<file path="config.mk">
export PLATFORM = sky130hd
export DESIGN_NAME = stream_pack
export DESIGN_NICKNAME = d
export VERILOG_FILES = /design/src/rtl/stream_pack_pkg.sv /design/src/rtl/stream_pack_fifo.sv /design/src/rtl/stream_pack.sv
export SDC_FILE = /design/constraint.sdc
export NUM_CORES = 1
export LEC_CHECK = 0
export BUFFER_PORTS_ARGS = -buffer_cell sky130_fd_sc_hd__buf_2
export CORE_ASPECT_RATIO = 1.75
export CORE_MARGIN = 1.5
export CORE_UTILIZATION = 61
export CTS_CLUSTER_SIZE = 24
export DETAILED_ROUTE_END_ITERATION = 8
export PLACE_DENSITY_LB_ADDON = 0.1
export SYNTH_ARGS = -nofsm -noshare
export SYNTH_HDL_FRONTEND = slang
export SYNTH_SLANG_ARGS = --single-unit
</file>
<file path="constraint.sdc">
create_clock -name clk -period 5.8 [get_ports clk]
set_clock_uncertainty 0.05 [all_clocks]
set_input_delay 0.29 -clock clk [delete_from_list [all_inputs] [get_ports clk]]
set_output_delay 0.29 -clock clk [all_outputs]
set_load 0.02 [all_outputs]
</file>
<file path="src/rtl/stream_pack_pkg.sv">
`default_nettype none
// ============================================================================
// Module   : stream_pack_pkg
// Desc     : Shared widths and packed FIFO entry layout for stream_pack.
// Revision : 1.0 - initial release
// ============================================================================
package stream_pack_pkg;

    localparam int unsigned c_ratio_max = 16;

    // Pointer operation for one FIFO cycle, encoded as {push, pop}.
    typedef enum logic [1:0] {
        OP_IDLE = 2'b00,
        OP_POP  = 2'b01,
        OP_PUSH = 2'b10,
        OP_BOTH = 2'b11
    } fifo_op_e;

    // Lane count must hold the value ratio itself, hence the extra bit.
    function automatic int unsigned lanes_width(input int unsigned ratio);
        return $clog2(ratio) + 1;
    endfunction

    function automatic int unsigned lc_width(input int unsigned ratio);
        return (ratio > 1) ? $clog2(ratio) : 1;
    endfunction

    function automatic int unsigned data_width(input int unsigned dw, input int unsigned ratio);
        return dw * ratio;
    endfunction

    function automatic int unsigned lanes_lsb(input int unsigned dw, input int unsigned ratio);
        return data_width(dw, ratio);
    endfunction

    function automatic int unsigned eos_pos(input int unsigned dw, input int unsigned ratio);
        return lanes_lsb(dw, ratio) + lanes_width(ratio);
    endfunction

    function automatic int unsigned entry_width(input int unsigned dw, input int unsigned ratio);
        return eos_pos(dw, ratio) + 1;
    endfunction

endpackage

`default_nettype wire

</file>
<file path="src/rtl/stream_pack_fifo.sv">
`default_nettype none
// ============================================================================
// Module   : stream_pack_fifo
// Desc     : Dual-pointer register FIFO with first-word-fall-through head.
// Revision : 1.0 - initial release
// ============================================================================
module stream_pack_fifo
    import stream_pack_pkg::*;
#(
    parameter int unsigned WIDTH     = 8,
    parameter int unsigned ADDRWIDTH = 4
) (
    input  logic                 clk,
    input  logic                 reset,
    input  logic                 push,
    input  logic [WIDTH-1:0]     push_data,
    input  logic                 pop,
    output logic [WIDTH-1:0]     head_data,
    output logic                 empty,
    output logic                 full,
    output logic [ADDRWIDTH:0]   level
);

    localparam int unsigned c_depth = 1 << ADDRWIDTH;
    localparam logic [ADDRWIDTH:0] c_ptr_one = (ADDRWIDTH + 1)'(1);

    logic [WIDTH-1:0]   r_mem [c_depth];
    logic [ADDRWIDTH:0] r_wr_ptr;
    logic [ADDRWIDTH:0] r_rd_ptr;
    logic               w_do_push;
    logic               w_do_pop;
    fifo_op_e           w_op;

    // Extra pointer MSB distinguishes full from empty when addresses match.
    assign empty = (r_wr_ptr == r_rd_ptr);
    assign full  = (r_wr_ptr[ADDRWIDTH-1:0] == r_rd_ptr[ADDRWIDTH-1:0]) &&
                   (r_wr_ptr[ADDRWIDTH] != r_rd_ptr[ADDRWIDTH]);
    assign level = r_wr_ptr - r_rd_ptr;

    assign w_do_push = push && !full;
    assign w_do_pop  = pop && !empty;
    assign w_op      = fifo_op_e'({w_do_push, w_do_pop});

    assign head_data = r_mem[r_rd_ptr[ADDRWIDTH-1:0]];

    always_ff @(posedge clk) begin
        if (w_do_push) begin
            r_mem[r_wr_ptr[ADDRWIDTH-1:0]] <= push_data;
        end
    end

    always_ff @(posedge clk or negedge reset) begin
        if (!reset) begin
            r_wr_ptr <= '0;
            r_rd_ptr <= '0;
        end else begin
            case (w_op)
                OP_PUSH: r_wr_ptr <= r_wr_ptr + c_ptr_one;
                OP_POP:  r_rd_ptr <= r_rd_ptr + c_ptr_one;
                OP_BOTH: begin
                    r_wr_ptr <= r_wr_ptr + c_ptr_one;
                    r_rd_ptr <= r_rd_ptr + c_ptr_one;
                end
                default: begin
                    r_wr_ptr <= r_wr_ptr;
                    r_rd_ptr <= r_rd_ptr;
                end
            endcase
        end
    end

endmodule

`default_nettype wire

</file>
<file path="src/rtl/stream_pack.sv">
`default_nettype none
// ============================================================================
// Module   : stream_pack
// Desc     : Packs RATIO narrow words into one wide word, buffered in an FWFT FIFO.
// Revision : 1.0 - initial release
// ============================================================================
module stream_pack
    import stream_pack_pkg::*;
#(
    parameter int unsigned DATAWIDTH    = 8,
    parameter int unsigned RATIO        = 4,
    parameter int unsigned ADDRWIDTH    = 4,
    parameter int unsigned AFULL_MARGIN = 2
) (
    input  logic                            clk,
    input  logic                            reset,
    input  logic                            input_en,
    input  logic                            input_eos,
    input  logic [DATAWIDTH-1:0]            input_data,
    output logic                            input_rdy,
    input  logic                            output_en,
    output logic                            output_rdy,
    output logic                            output_eos,
    output logic [lanes_width(RATIO)-1:0]   output_lanes,
    output logic [DATAWIDTH*RATIO-1:0]      output_data,
    output logic [ADDRWIDTH:0]              level,
    output logic                            almost_full
);

    localparam int unsigned c_lw        = lanes_width(RATIO);
    localparam int unsigned c_lcw       = lc_width(RATIO);
    localparam int unsigned c_dw        = data_width(DATAWIDTH, RATIO);
    localparam int unsigned c_lanes_lsb = lanes_lsb(DATAWIDTH, RATIO);
    localparam int unsigned c_eos_pos   = eos_pos(DATAWIDTH, RATIO);
    localparam int unsigned c_ew        = entry_width(DATAWIDTH, RATIO);
    localparam int unsigned c_depth     = 1 << ADDRWIDTH;
    localparam logic [c_lcw-1:0] c_lc_last = c_lcw'(RATIO - 1);

    logic [c_lcw-1:0] r_lc;
    logic [c_dw-1:0]  r_pack;
    logic [c_dw-1:0]  w_merged;
    logic [c_lw-1:0]  w_lanes;
    logic [c_ew-1:0]  w_entry;
    logic [c_ew-1:0]  w_head;
    logic             w_accept;
    logic             w_last;
    logic             w_push;
    logic             w_pop;
    logic             w_empty;
    logic             w_full;

    assign input_rdy = !w_full;
    assign w_accept  = input_en && input_rdy;
    assign w_last    = (r_lc == c_lc_last) || input_eos;
    assign w_push    = w_accept && w_last;
    assign w_lanes   = c_lw'(r_lc) + c_lw'(1);

    always_comb begin
        w_merged = r_pack;
        w_merged[int'(r_lc)*DATAWIDTH +: DATAWIDTH] = input_data;
    end

    always_comb begin
        w_entry = '0;
        w_entry[c_dw-1:0]               = w_merged;
        w_entry[c_lanes_lsb +: c_lw]    = w_lanes;
        w_entry[c_eos_pos]              = input_eos;
    end

    // Pack register is cleared on push so lanes beyond an early eos read as zero.
    always_ff @(posedge clk or negedge reset) begin
        if (!reset) begin
            r_lc   <= '0;
            r_pack <= '0;
        end else if (w_accept) begin
            if (w_last) begin
                r_lc   <= '0;
                r_pack <= '0;
            end else begin
                r_lc   <= r_lc + c_lcw'(1);
                r_pack <= w_merged;
            end
        end
    end

    stream_pack_fifo #(
        .WIDTH     (c_ew),
        .ADDRWIDTH (ADDRWIDTH)
    ) u_fifo (
        .clk       (clk),
        .reset     (reset),
        .push      (w_push),
        .push_data (w_entry),
        .pop       (w_pop),
        .head_data (w_head),
        .empty     (w_empty),
        .full      (w_full),
        .level     (level)
    );

    assign output_rdy = !w_empty;
    assign w_pop      = output_en && output_rdy;

    assign output_data  = output_rdy ? w_head[c_dw-1:0]            : '0;
    assign output_lanes = output_rdy ? w_head[c_lanes_lsb +: c_lw] : '0;
    assign output_eos   = output_rdy ? w_head[c_eos_pos]           : 1'b0;

    assign almost_full = ((c_depth - 32'(level)) <= AFULL_MARGIN);

endmodule

`default_nettype wire

</file>
* Word-level counts from Yosys, hierarchy flattened
Memory sizes are Yosys's and may differ from the RTL's.
Index checks and enable logic that the tools add are counted.
** Storage, ports and cells
- Register bits after elaboration :: 44
- Bits in writable memories :: 576
- Input port bits :: 13
- Output and inout bits :: 44
- Logic and storage cells :: 41
- Memories :: 1
** Cells by class
- Add/subtract/negate cells :: 7
- Order comparisons :: 1
- Equality and inequality tests :: 7
- Shift-type cells :: 2
- Mux-type cells :: 8
- Reduce and logical (&&, ||, !) cells :: 11
** Memories
- u_fifo.r_mem :: depth 16, width 36, rd ports 1, clocked after Yosys merged registers in 0, wr ports 1, RTL line stream_pack_fifo.sv:27 : logic [WIDTH-1:0] r_mem [c_depth];
** Operators by type and width (count)
- $mux 32 :: 2
- $neg 5->34 :: 1
- $shift 8x34->32 const A :: 1
- $shiftx 8x34->32 :: 1
- $bwmux 32 :: 1
- $le 32x2->1 const B :: 1
- $add 5x1->5 const B :: 2
- $eq 2x2->1 const B :: 3
- $logic_and 1x1->1 :: 6
- $sub 5x5->6 const A :: 1
- $eq 5x5->1 :: 1
- $sub 5x5->5 :: 1
- $eq 4x4->1 :: 1
- $reduce_or 2->1 :: 2
- $add 2x1->3 const B :: 1
- $mux 1 :: 3
- $mux 3 :: 1
- $add 2x1->2 const B :: 1
- $eq 2x1->1 const B :: 1
- $logic_not 1->1 :: 2
- $mux 2 :: 1
- $logic_or 1x1->1 :: 1
- $ne 1x1->1 :: 1

* Longest topological paths before layout
Gate-level depths: netlist (run 1).
- Word-level depth :: 8
- Mapped depth :: 10
- Depth with buffers taken out :: 9

* Cells and area by module
A second synthesis (run 1) with hierarchy kept.
** Second synthesis, totals
- Cells, all modules :: 1306
- Area total of the unflattened synthesis :: 24890.1 µm²
** Modules (own cells, without submodules)
- stream_pack_fifo :: times used 1, cells each 1039, area each 22666.7 µm², seq. area each 17546.8 µm²
- stream_pack :: times used 1, cells each 267, area each 2223.4 µm², seq. area each 850.8 µm²

* Least setup slack after synthesis (run 1)
Ideal clock, no wire load.
- Kind :: reg2reg
- Start :: register u_fifo.r_rd_ptr[1]
- End :: memory u_fifo.r_mem[3][0] in the netlist's numbering (enable)
- Setup time :: 474 ps
- Data arrival time :: 4586 ps
- Required time :: 5276 ps
- Slack :: 690 ps
- Cell stages (with the launch flop) :: 9
- Path buffers :: 2
- Period minus slack after synthesis :: 5110 ps
- Cells stage by stage :: dfrtp_1 -> buf_4 -> clkbuf_1 -> inv_1 -> ha_1 -> and4_4 -> a211oi_2 -> nand2_1 -> nor3_1
** On the way
- Word-level cells in the longest chain between the ends :: 8
** Ends and longest elaborated chain
- start: declaration :: RTL line stream_pack_fifo.sv:29 : logic [ADDRWIDTH:0] r_rd_ptr;
- start signal: assignment :: RTL line stream_pack_fifo.sv:59 : OP_POP: r_rd_ptr <= r_rd_ptr + c_ptr_one;
- start signal: assignment :: RTL line stream_pack_fifo.sv:62 : r_rd_ptr <= r_rd_ptr + c_ptr_one;
- start signal: assignment :: RTL line stream_pack_fifo.sv:66 : r_rd_ptr <= r_rd_ptr;
- $eq 4x4->1 * :: RTL line stream_pack_fifo.sv:36 : assign full = (r_wr_ptr[ADDRWIDTH-1:0] == r_rd_ptr[ADDRWIDTH-1:0]) &&
- $logic_and 1x1->1 * :: RTL line stream_pack_fifo.sv:36
- $logic_not 1->1 * :: RTL line stream_pack_fifo.sv:40, stream_pack.sv:52
- $logic_and 1x1->1 :: RTL line stream_pack.sv:53 : assign w_accept = input_en && input_rdy;
- $logic_and 1x1->1 :: RTL line stream_pack.sv:55 : assign w_push = w_accept && w_last;
- $logic_and 1x1->1 * :: RTL line stream_pack_fifo.sv:40 : assign w_do_push = push && !full;
- $mux 1 * :: RTL line stream_pack_fifo.sv:47 : if (w_do_push) begin
- $mux 1 (implied by the code) * :: RTL line stream_pack_fifo.sv:48 : r_mem[r_wr_ptr[ADDRWIDTH-1:0]] <= push_data;
- end: declaration :: RTL line stream_pack_fifo.sv:27
Every way passes the cells marked *; elsewhere a longest branch is shown, timed or not.

* Worst setup path after layout (run 1)
- Start :: register u_fifo.r_rd_ptr[1]
- End :: output port almost_full
** On the way
- Word-level cells in the longest chain between the ends :: 3
** Ends and longest elaborated chain
- $sub 5x5->5 :: RTL line stream_pack_fifo.sv:38 : assign level = r_wr_ptr - r_rd_ptr;
- $sub 5x5->6 :: RTL line stream_pack.sv:108 : assign almost_full = ((c_depth - 32'(level)) <= AFULL_MARGIN);
- $le 32x2->1 :: RTL line stream_pack.sv:108
- end: declaration :: RTL line stream_pack.sv:27 : output logic almost_full
No other way between the ends.

==> results of run 1 <==
==> flip-flops by register name, indices dropped and copies added, names as in the netlist <==
name and flops:
u_fifo.r_mem 576, r_pack 32, u_fifo.r_rd_ptr 5, u_fifo.r_wr_ptr 5
r_lc 2
==> final cells by class <==
type                       instances  area (sq um)
fill                            2512         12400
multi-input combinational        475          5710
clock inverter                    24           352
timing repair buffer             113           726
sequential                       620         18400
inverter                          45           171
clock buffer                      68          1450
tap                              495           619
==> metrics by stage <==
stage | hold slack (ns) | setup slack (ns)
floorplan | -0.0556 | 0.690
global placement | 0.452 | 1.73
detailed placement | 0.458 | 1.77
CTS | 0.0685 | 1.49
global route | 0.0969 | 1.34
finish | 0.0815 | 1.52
==> Yosys cell counts (all sizes together), types with 2 or more instances <==
master | instances | share of area, %
a21oi | 2 | 0.041
a31o | 32 | 1.1
and3 | 2 | 0.051
buf | 47 | 1.1
clkbuf | 16 | 0.25
dfrtp | 44 | 4.5
edfxtp | 576 | 71
ha | 17 | 0.87
inv | 45 | 0.69
mux2i | 74 | 3.0
mux4 | 144 | 13
nand2 | 45 | 0.73
nand2b | 5 | 0.13
nand3 | 3 | 0.061
nand4 | 3 | 0.077
nor2 | 48 | 0.74
nor3 | 4 | 0.082
nor4bb | 3 | 0.12
o21ai | 34 | 0.69
o22ai | 37 | 0.94
xnor2 | 9 | 0.32
xor2 | 2 | 0.10
==> path summary, 6_finish.rpt <==
kind	slack [ns]	cells past startpoint	end	start
max	1.52	8	almost_full	u_fifo.r_rd_ptr[1]
min	0.08	1	u_fifo.r_mem[0][35]	input_eos
max reg2reg	1.81	7	u_fifo.r_mem[2][25]	u_fifo.r_rd_ptr[1]
min reg2reg	0.47	1	u_fifo.r_rd_ptr[3]	u_fifo.r_rd_ptr[3]
max in group asynchronous	4.51	2	u_fifo.r_rd_ptr[0]	reset
min in group asynchronous	0.40	2	u_fifo.r_wr_ptr[1]	reset
==> power by group through the flow <==
stage	sequential, W	combinational [W]	clock, W
floorplan	0.00550	0.00334	0
global placement	0.00560	0.00466	0
detailed placement	0.00562	0.00469	0
CTS	0.00552	0.00471	0.00374
global route	0.00555	0.00496	0.00391
finish	0.00552	0.00464	0.00369
==> routing by layer <==
layer  up-vias  wire (microns)  GRT usage [%]
met2       396           27600           45.2
met5         -               0              0
met4         0            2250           11.3
met3       103            2910           3.48
met1      6268           20500           35.5
li1       5087               -              -
==> kinds of logic after synthesis <==
kind of cell / Yosys count
flip-flops: 620
adder cells (fa/ha/maj): 18
XOR/XNOR: 11
AO/OA/AOI/OAI: 109
multiplexers: 219
buffers and inverters: 108
AND/OR/NAND/NOR: 118
==> cell usage in the layout (no fill, tap or decap), types with 3 or more instances in the layout <==
master,count
o21ai_0,27
mux2i_1,74
nand2b_1,5
clkbuf_8,7
edfxtp_1,576
nor3_2,4
o22ai_1,37
inv_1,43
dfrtp_1,42
clkbuf_16,53
nand3_1,3
clkinv_1,3
bufinv_16,9
nor2_1,36
clkinv_2,8
nand4_1,3
buf_2,56
clkinvlp_4,4
clkbuf_1,8
nor4bb_1,3
o21ai_1,5
nand2_1,43
a31o_2,32
buf_4,54
mux4_2,144
ha_1,17
nor2_4,11
xnor2_1,9
==> what timing repair did <==
| item | CTS | global route |
|---|---|---|
| resized for setup | 0 | 0 |
| hold buffers | 2 | 0 |
| endpoints found under the hold margin | 47 | 0 |
| setup buffers | 0 | 0 |
==> results.toml, run 1 <==
[setup_path]
critPathTopFamily = "buffers and inverters"
critPathRequiredTime_ns = 5.46
crit_fanout = 59
worstPathCellList = "buf_4 -> fa_1 -> ha_1 -> nand2b_1 -> nand3_1 -> a211o_1 -> mux2i_1 -> buf_2"
critPathArrivalTime_ns = 3.94
cp_slowest_cell = "dfrtp_4"
cp-start-kind = "register"
critical-path-max-stage-delay_ns = 0.86
path_buf_inv = 2
path_class = "register to primary output"
endpoint_kind = "primary output"

[routing]
via_per_inst = 6.44
via_count = 11900
wl_per_cell_microns = 28.9
route.detailed.drc = 0
ant_nets = 0
dr.pass1.iters = 5
drt_iter0_drc = 1083
drt-total-wl_mm = 53.2

[worst_hold_path]
hp-class = "input pin to register"

[placed_design]
port_buffers = 56
place_congestion = 0.833
dpl-instance-area_sq_um = 25600
hpwl_mm = 32.3
place_inst = 1746

[sta]
grt_setup_unrepaired = "false"
slew_headroom_pct = 17.3
finalCriticalPeriod_ns = 4.28
worst_pin_slew_ns = 1.24
final-setup-viol-count = 0
period_share_pct = 73.9
setup_tns_ns = 0
max_freq_mhz = 233
final-hold-violation-count = 0
drv_slew = 0

[synthesis]
synth_mux_area_share_pct = 16.3
yosys.area_share.adder_pct = 0.950
ys.flop_type = "edfxtp_1"
syn_area_sq_um = 24500
synthArstFlopShare_pct = 7.10
synth-edff-count = 576
synth-simple-area-share_pct = 2.16
ys_ff_latch = 620
ys_seq_area_share_pct = 75.1
synth_compound_area_share_pct = 2.98
ys_warn_count = 0
synth.net_count = 1234
syn-instance-count = 1203
synth_top_family_by_area = "multiplexers"
ys_types = 38
syn_avg_cell_area_sq_um = 20.4
synth-xor-area-share_pct = 0.424

[cts]
insertion_delay_ns = 0.57
root_buffer = "clkbuf_16"
htree_num_levels = 2
cts.clk_slew.worst_paths_ns = 0.07
cts_tree = "built"
clockBufferDepth = 3
numCtsBuffers = 51
clkSinkCount = 620

[grt]
grt_pass1_vias = 12100
grt_start_max_net_pins = 68
grt_pass1_wl_mm = 78.5
grt_antenna_before_repair = 1
grt_usage_pct = 26.7
grt_overflow = 0

[pwr]
ir_worst_vdd_mv = 0.511
p_per_area_nw_per_um2 = 505
combPwrFrac_pct = 33.5
clockPowerShare_pct = 26.6
p_sw_share_pct = 32.7
p_total_w = 0.0138
p_switching_w = 0.00452
p_int_w = 0.00933
p_leak_nw = 9.38
pwr-share-seq_pct = 39.8

[layout]
final_cells = 1840
areaGrowthSynthToFinish_pct = 12.0
antenna_cells = 0
fin_util_pct = 68.9
drive_gt1_share_pct = 29.4
finalInstanceArea_sq_um = 27400
fin_nets = 1337

[die]
core_area_sq_um = 39800
initial_utilization_pct = 61.5
die_area_sq_um = 41400
fp.dieH_microns = 268
rows = 97
die_w_microns = 154
io_pins = 57

[run_status]
status = "complete, no violations"

[run]
drv_cap = 0
No activity file was read; power rests on OpenSTA's default activity.
==> inputs of run 2 (changes only) <==
--- a/config.mk
+++ b/config.mk
@@ -8,7 +8,7 @@
 export BUFFER_PORTS_ARGS = -buffer_cell sky130_fd_sc_hd__buf_2
 export CORE_ASPECT_RATIO = 1.75
 export CORE_MARGIN = 1.5
-export CORE_UTILIZATION = 61
+export CORE_UTILIZATION = 56
 export CTS_CLUSTER_SIZE = 24
 export DETAILED_ROUTE_END_ITERATION = 8
 export PLACE_DENSITY_LB_ADDON = 0.1
==> constraint.sdc (replaced) <==
create_clock -name clk -period 3.9 [get_ports clk]
set_clock_uncertainty 0.05 [all_clocks]
set_input_delay 0.195 -clock clk [delete_from_list [all_inputs] [get_ports clk]]
set_output_delay 0.195 -clock clk [all_outputs]
set_load 0.02 [all_outputs]
==> run 2 against run 1 <==
Compared with the run above: setup slack got worse by 1.2 ns; clock power increased by 44%; critical path depth decreased by 1; global-route usage decreased by 3.7 points; first-iteration DRC count decreased by 14%; sequential cell count unchanged; sequential power increased by 47%; sequential share of layout area decreased by 0.69 points; utilization decreased by 4.8 points; non-clock buffer count increased by 6; die area increased by 8.8%; critical endpoint is now output_eos; highest routed layer unchanged.
==> results.toml, run 2 (synthesized netlist as in run 1, its figures left out) <==
[run_status]
status = "complete, no violations"

[die]
die_w_microns = 161
fp.dieH_microns = 280
core_area_sq_um = 43200
rows = 101
initial_utilization_pct = 56.7
io_pins = 57
die_area_sq_um = 45100

[pwr]
pwr-share-seq_pct = 39.7
combPwrFrac_pct = 34.3
p_leak_nw = 9.41
p_per_area_nw_per_um2 = 740
clockPowerShare_pct = 26.0
p_int_w = 0.0137
p_sw_share_pct = 33.1
ir_worst_vdd_mv = 0.752
p_total_w = 0.0205
p_switching_w = 0.00678

[sta]
max_freq_mhz = 275
grt_setup_unrepaired = "false"
final-hold-violation-count = 0
setup_tns_ns = 0
worst_pin_slew_ns = 1.15
period_share_pct = 93.1
final-setup-viol-count = 0
finalCriticalPeriod_ns = 3.63
timing.hold.ws_ns = 0.0123
drv_slew = 0
slew_headroom_pct = 23.2

[cts]
htree_num_levels = 2
cts_setup_buffers = 0
cts.clk_slew.worst_paths_ns = 0.07
clkSinkCount = 620
clockBufferDepth = 3
cts_tree = "built"
root_buffer = "clkbuf_16"
numCtsBuffers = 52
insertion_delay_ns = 0.58

[placed_design]
hpwl_mm = 29.2
dpl-instance-area_sq_um = 25900
port_buffers = 56
place_congestion = 0.818

[layout]
multi_input_area_sq_um = 5740
largest_reg_flops = 576
areaGrowthSynthToFinish_pct = 13.2
ff_latch_area_sq_um = 18400
final_common_cell = "edfxtp_1"
fillers = 2981
finalInstanceArea_sq_um = 27700
drive_gt1_share_pct = 29.6
fin_nets = 1344
antenna_cells = 0
final_cell_mix = "edfxtp_1 (576), mux4_2 (144), mux2i_1 (74)"

[grt]
grt_usage_pct = 23.0
grt_antenna_before_repair = 0
grt_start_max_net_pins = 149
grt_overflow = 0
grt_pass1_wl_mm = 75.5
grt_pass1_vias = 12100

[routing]
route.met3.wl_mm = 2.82
dr.pass1.iters = 5
top_layer_used = "met4"
ant_nets = 0
route.detailed.drc = 0
via_per_inst = 6.10
wl_per_cell_microns = 26.1
via_count = 11700
wl_met1_mm = 20.6
drt-total-wl_mm = 50.1
wl_met2_mm = 25.5
drt_iter0_drc = 933

[setup_path]
critPathRequiredTime_ns = 3.65
cp-start-kind = "register"
path_class = "register to primary output"
crit_fanout = 16
critPathArrivalTime_ns = 3.39
endpoint_kind = "primary output"
reg2reg_setup_slack_ns = 0.74

[worst_hold_path]
hp-class = "input pin to register"

[run]
drv_cap = 0
## run 2: cell types whose count changed in the layout (fill, tap and decap cells not counted), sizes merged
cell         delta
bufinv          -2
inv             +1
clkinv         +12
buf             +5
clkinvlp        +6
clkbuf         -11
dlygate4sd3     +1
## run 2: per-layer routing
layer | up-vias | global-route usage, %
met5 | - | 0
met4 | 0 | 6.70
met3 | 68 | 2.87
met2 | 358 | 38.7
met1 | 6208 | 32.1
li1 | 5095 | -
## run 2: power by group through the flow
stage                     Sequential, W  Clock (W)  Combinational [W]
after floorplan                 0.00817          0            0.00498
after global placement          0.00826          0            0.00706
after detailed placement        0.00829          0            0.00713
after CTS                       0.00814    0.00542            0.00715
after global routing            0.00818    0.00566            0.00752
final                           0.00814    0.00533            0.00704
## run 2: cell type report
type                    instances  share of cell area [%]
multi-input cells             475                    20.7
clock inverters                41                    1.46
flip-flops and latches        620                    66.4
inverters                      45                   0.618
repair buffers                119                    3.38
well taps                     566                    2.55
clock buffers                  57                    4.91
## run 2: path summary, 6_finish.rpt
check                              startpoint                  end  cells past startpoint
max in group asynchronous               reset   u_fifo.r_rd_ptr[0]                      2
min reg2reg                u_fifo.r_rd_ptr[3]   u_fifo.r_rd_ptr[3]                      1
max reg2reg                u_fifo.r_wr_ptr[3]  u_fifo.r_mem[0][26]                      6
min in group asynchronous               reset           r_pack[25]                      2
min                                 input_eos  u_fifo.r_mem[0][35]                      1
max                        u_fifo.r_wr_ptr[3]           output_eos                      7
## run 2: timing repair
item                      CTS  global route
hold buffers                3             0
gates resized for setup     0             0
hold endpoints to repair   50             0
## run 2: critical path, cell delays in order, from the launching register on
cell      delay, ns
dfrtp_1        0.73
ha_1           0.38
and4_4         0.21
nand2b_1       0.28
nand2_2        0.34
buf_4          0.35
o22ai_1        0.27
buf_2          0.23
## run 2: stage by stage
| stage | setup WS (ns) | instances | utilization, % |
|---|---|---|---|
| after floorplan | -0.249 | 1203 | - |
| after global placement | 0.786 | 1822 | 60.0 |
| after detailed placement | 0.729 | 1822 | 60.0 |
| after CTS | 0.238 | 1923 | 64.1 |
| after global routing | 0.126 | 1923 | 64.1 |
| final | 0.267 | 1923 | 64.1 |
==> inputs of run 3 (changes only) <==
--- a/config.mk
+++ b/config.mk
@@ -8,7 +8,7 @@
 export BUFFER_PORTS_ARGS = -buffer_cell sky130_fd_sc_hd__buf_2
 export CORE_ASPECT_RATIO = 1.75
 export CORE_MARGIN = 1.5
-export CORE_UTILIZATION = 56
+export CORE_UTILIZATION = 55
 export CTS_CLUSTER_SIZE = 24
 export DETAILED_ROUTE_END_ITERATION = 8
 export PLACE_DENSITY_LB_ADDON = 0.1
==> run 3 against run 2 <==
Compared with the run above: final cell count up 0.88%; via count rose by 0.35%; routed wire length up 2.7%; critical endpoint is now output_lanes[2]; combinational power is 2% lower.
==> results.toml, run 3 (synthesized netlist as in run 1, its figures left out) <==
[run_status]
status = "complete, no violations"

[die]
fp.dieH_microns = 282
rows = 102
die_area_sq_um = 45900
io_pins = 57
core_area_sq_um = 44200
initial_utilization_pct = 55.5
die_w_microns = 163

[routing]
drt_iter0_drc = 993
drt-total-wl_mm = 51.5
wl_per_cell_microns = 26.5
ant_nets = 0
via_per_inst = 6.07
dr.pass1.iters = 5
via_count = 11800
route.detailed.drc = 0

[sta]
worst_pin_slew_ns = 0.971
max_freq_mhz = 277
drv_slew = 0
final-setup-viol-count = 0
period_share_pct = 92.7
finalCriticalPeriod_ns = 3.62
slew_headroom_pct = 35.2
final-hold-violation-count = 0
grt_setup_unrepaired = "false"

[layout]
final_cell_mix = "edfxtp_1 (576), mux4_2 (144), mux2i_1 (74)"
finalInstanceArea_sq_um = 27700
areaGrowthSynthToFinish_pct = 13.2
fin_nets = 1358
final_common_cell = "edfxtp_1"
antenna_cells = 0
final_cells = 1940
fillers = 3148
drive_gt1_share_pct = 30.4
largest_reg_flops = 576

[placed_design]
place_congestion = 0.759
place_inst = 1844
hpwl_mm = 28.2
dpl-instance-area_sq_um = 26100
port_buffers = 56

[grt]
grt_pass1_vias = 12600
grt_antenna_before_repair = 0
grt_usage_pct = 23.4
grt_pass1_wl_mm = 76.9
grt_start_max_net_pins = 149
grt_overflow = 0

[pwr]
clockPowerShare_pct = 25.1
p_switching_w = 0.00648
p_per_area_nw_per_um2 = 722
p_int_w = 0.0135
combPwrFrac_pct = 34.3
p_leak_nw = 9.47
p_total_w = 0.0200
pwr-share-seq_pct = 40.6
ir_worst_vdd_mv = 1.37
p_sw_share_pct = 32.4

[cts]
root_buffer = "clkbuf_16"
htree_num_levels = 2
clockBufferDepth = 3
numCtsBuffers = 51
clkSinkCount = 620
insertion_delay_ns = 0.57
cts_tree = "built"
cts.clk_slew.worst_paths_ns = 0.07

[setup_path]
critical-path-max-stage-delay_ns = 0.69
path_class = "register to primary output"
worstPathCellList = "ha_1 -> and4_4 -> nand2b_1 -> nand2_2 -> buf_12 -> o22ai_1 -> buf_2"
cp-start-kind = "register"
rr_startpoint = "r_lc[0]"
crit_start = "u_fifo.r_wr_ptr[2]"
critPathRequiredTime_ns = 3.65
crit_fanout = 17
endpoint_kind = "primary output"
cp_slowest_cell = "dfrtp_1"
reg2reg_setup_slack_ns = 0.77
critPathArrivalTime_ns = 3.37

[worst_hold_path]
hp-class = "input pin to register"
hp-start = "input_eos"

[run]
drv_cap = 0
-- run 3: area by class of cell --
cell class,instances,area [sq um],share of cell area (%)
sequential,620,18400,66.4
multi-input combinational,475,5730,20.7
clock buffer,69,1470,5.29
timing repair buffer,134,1050,3.79
tap,572,716,2.58
clock inverter,25,181,0.654
inverter,45,171,0.618
-- run 3: per-stage QoR --
step	hold WS [ns]	setup WS, ns	utilization, %	setup TNS (ns)
after detailed placement	0.297	0.775	59.0	0
after global placement	0.294	0.785	59.0	0
after global routing	0.0783	0.131	62.8	0
after CTS	0.0608	0.153	62.8	0
after floorplan	-0.151	-0.249	-	-84.21
final	0.0694	0.284	62.8	0
-- run 3: power by group through the flow --
stage,clock network [W],registers [W],logic [W]
after CTS,0.00512,0.00813,0.00703
after detailed placement,0,0.00827,0.00700
after global placement,0,0.00825,0.00696
final,0.00503,0.00812,0.00687
after global routing,0.00535,0.00816,0.00741
after floorplan,0,0.00817,0.00498
-- run 3: repair_timing --
action                                  CTS  global route
endpoints found under the setup margin    0             3
endpoints found under the hold margin    49             0
resized for setup                         0             1
hold buffers                              2             0
setup buffers                             0             0
-- run 3: critical path: cells and delay by family, from the launching register on --
family          cells  cell delay, ns
flops               1            0.69
buf+inv             2            0.56
compound gates      1            0.21
simple gates        3            0.94
fa+ha+maj           1            0.39
-- run 3: final timing paths --
path	depth (start not counted)	endpoint
worst max-delay path	7	output_lanes[2]
worst min-delay path	2	u_fifo.r_mem[13][35]
worst max register to register	8	r_pack[26]
worst min register to register	1	u_fifo.r_rd_ptr[3]
max in group asynchronous	3	u_fifo.r_rd_ptr[0]
min in group asynchronous	3	r_pack[27]
-- run 3: metal layers --
metal	global-route usage (%)	wire (microns)
met1	29.7	20200
met2	42.2	27600
met3	2.36	2120
met4	7.95	1540
met5	0	0
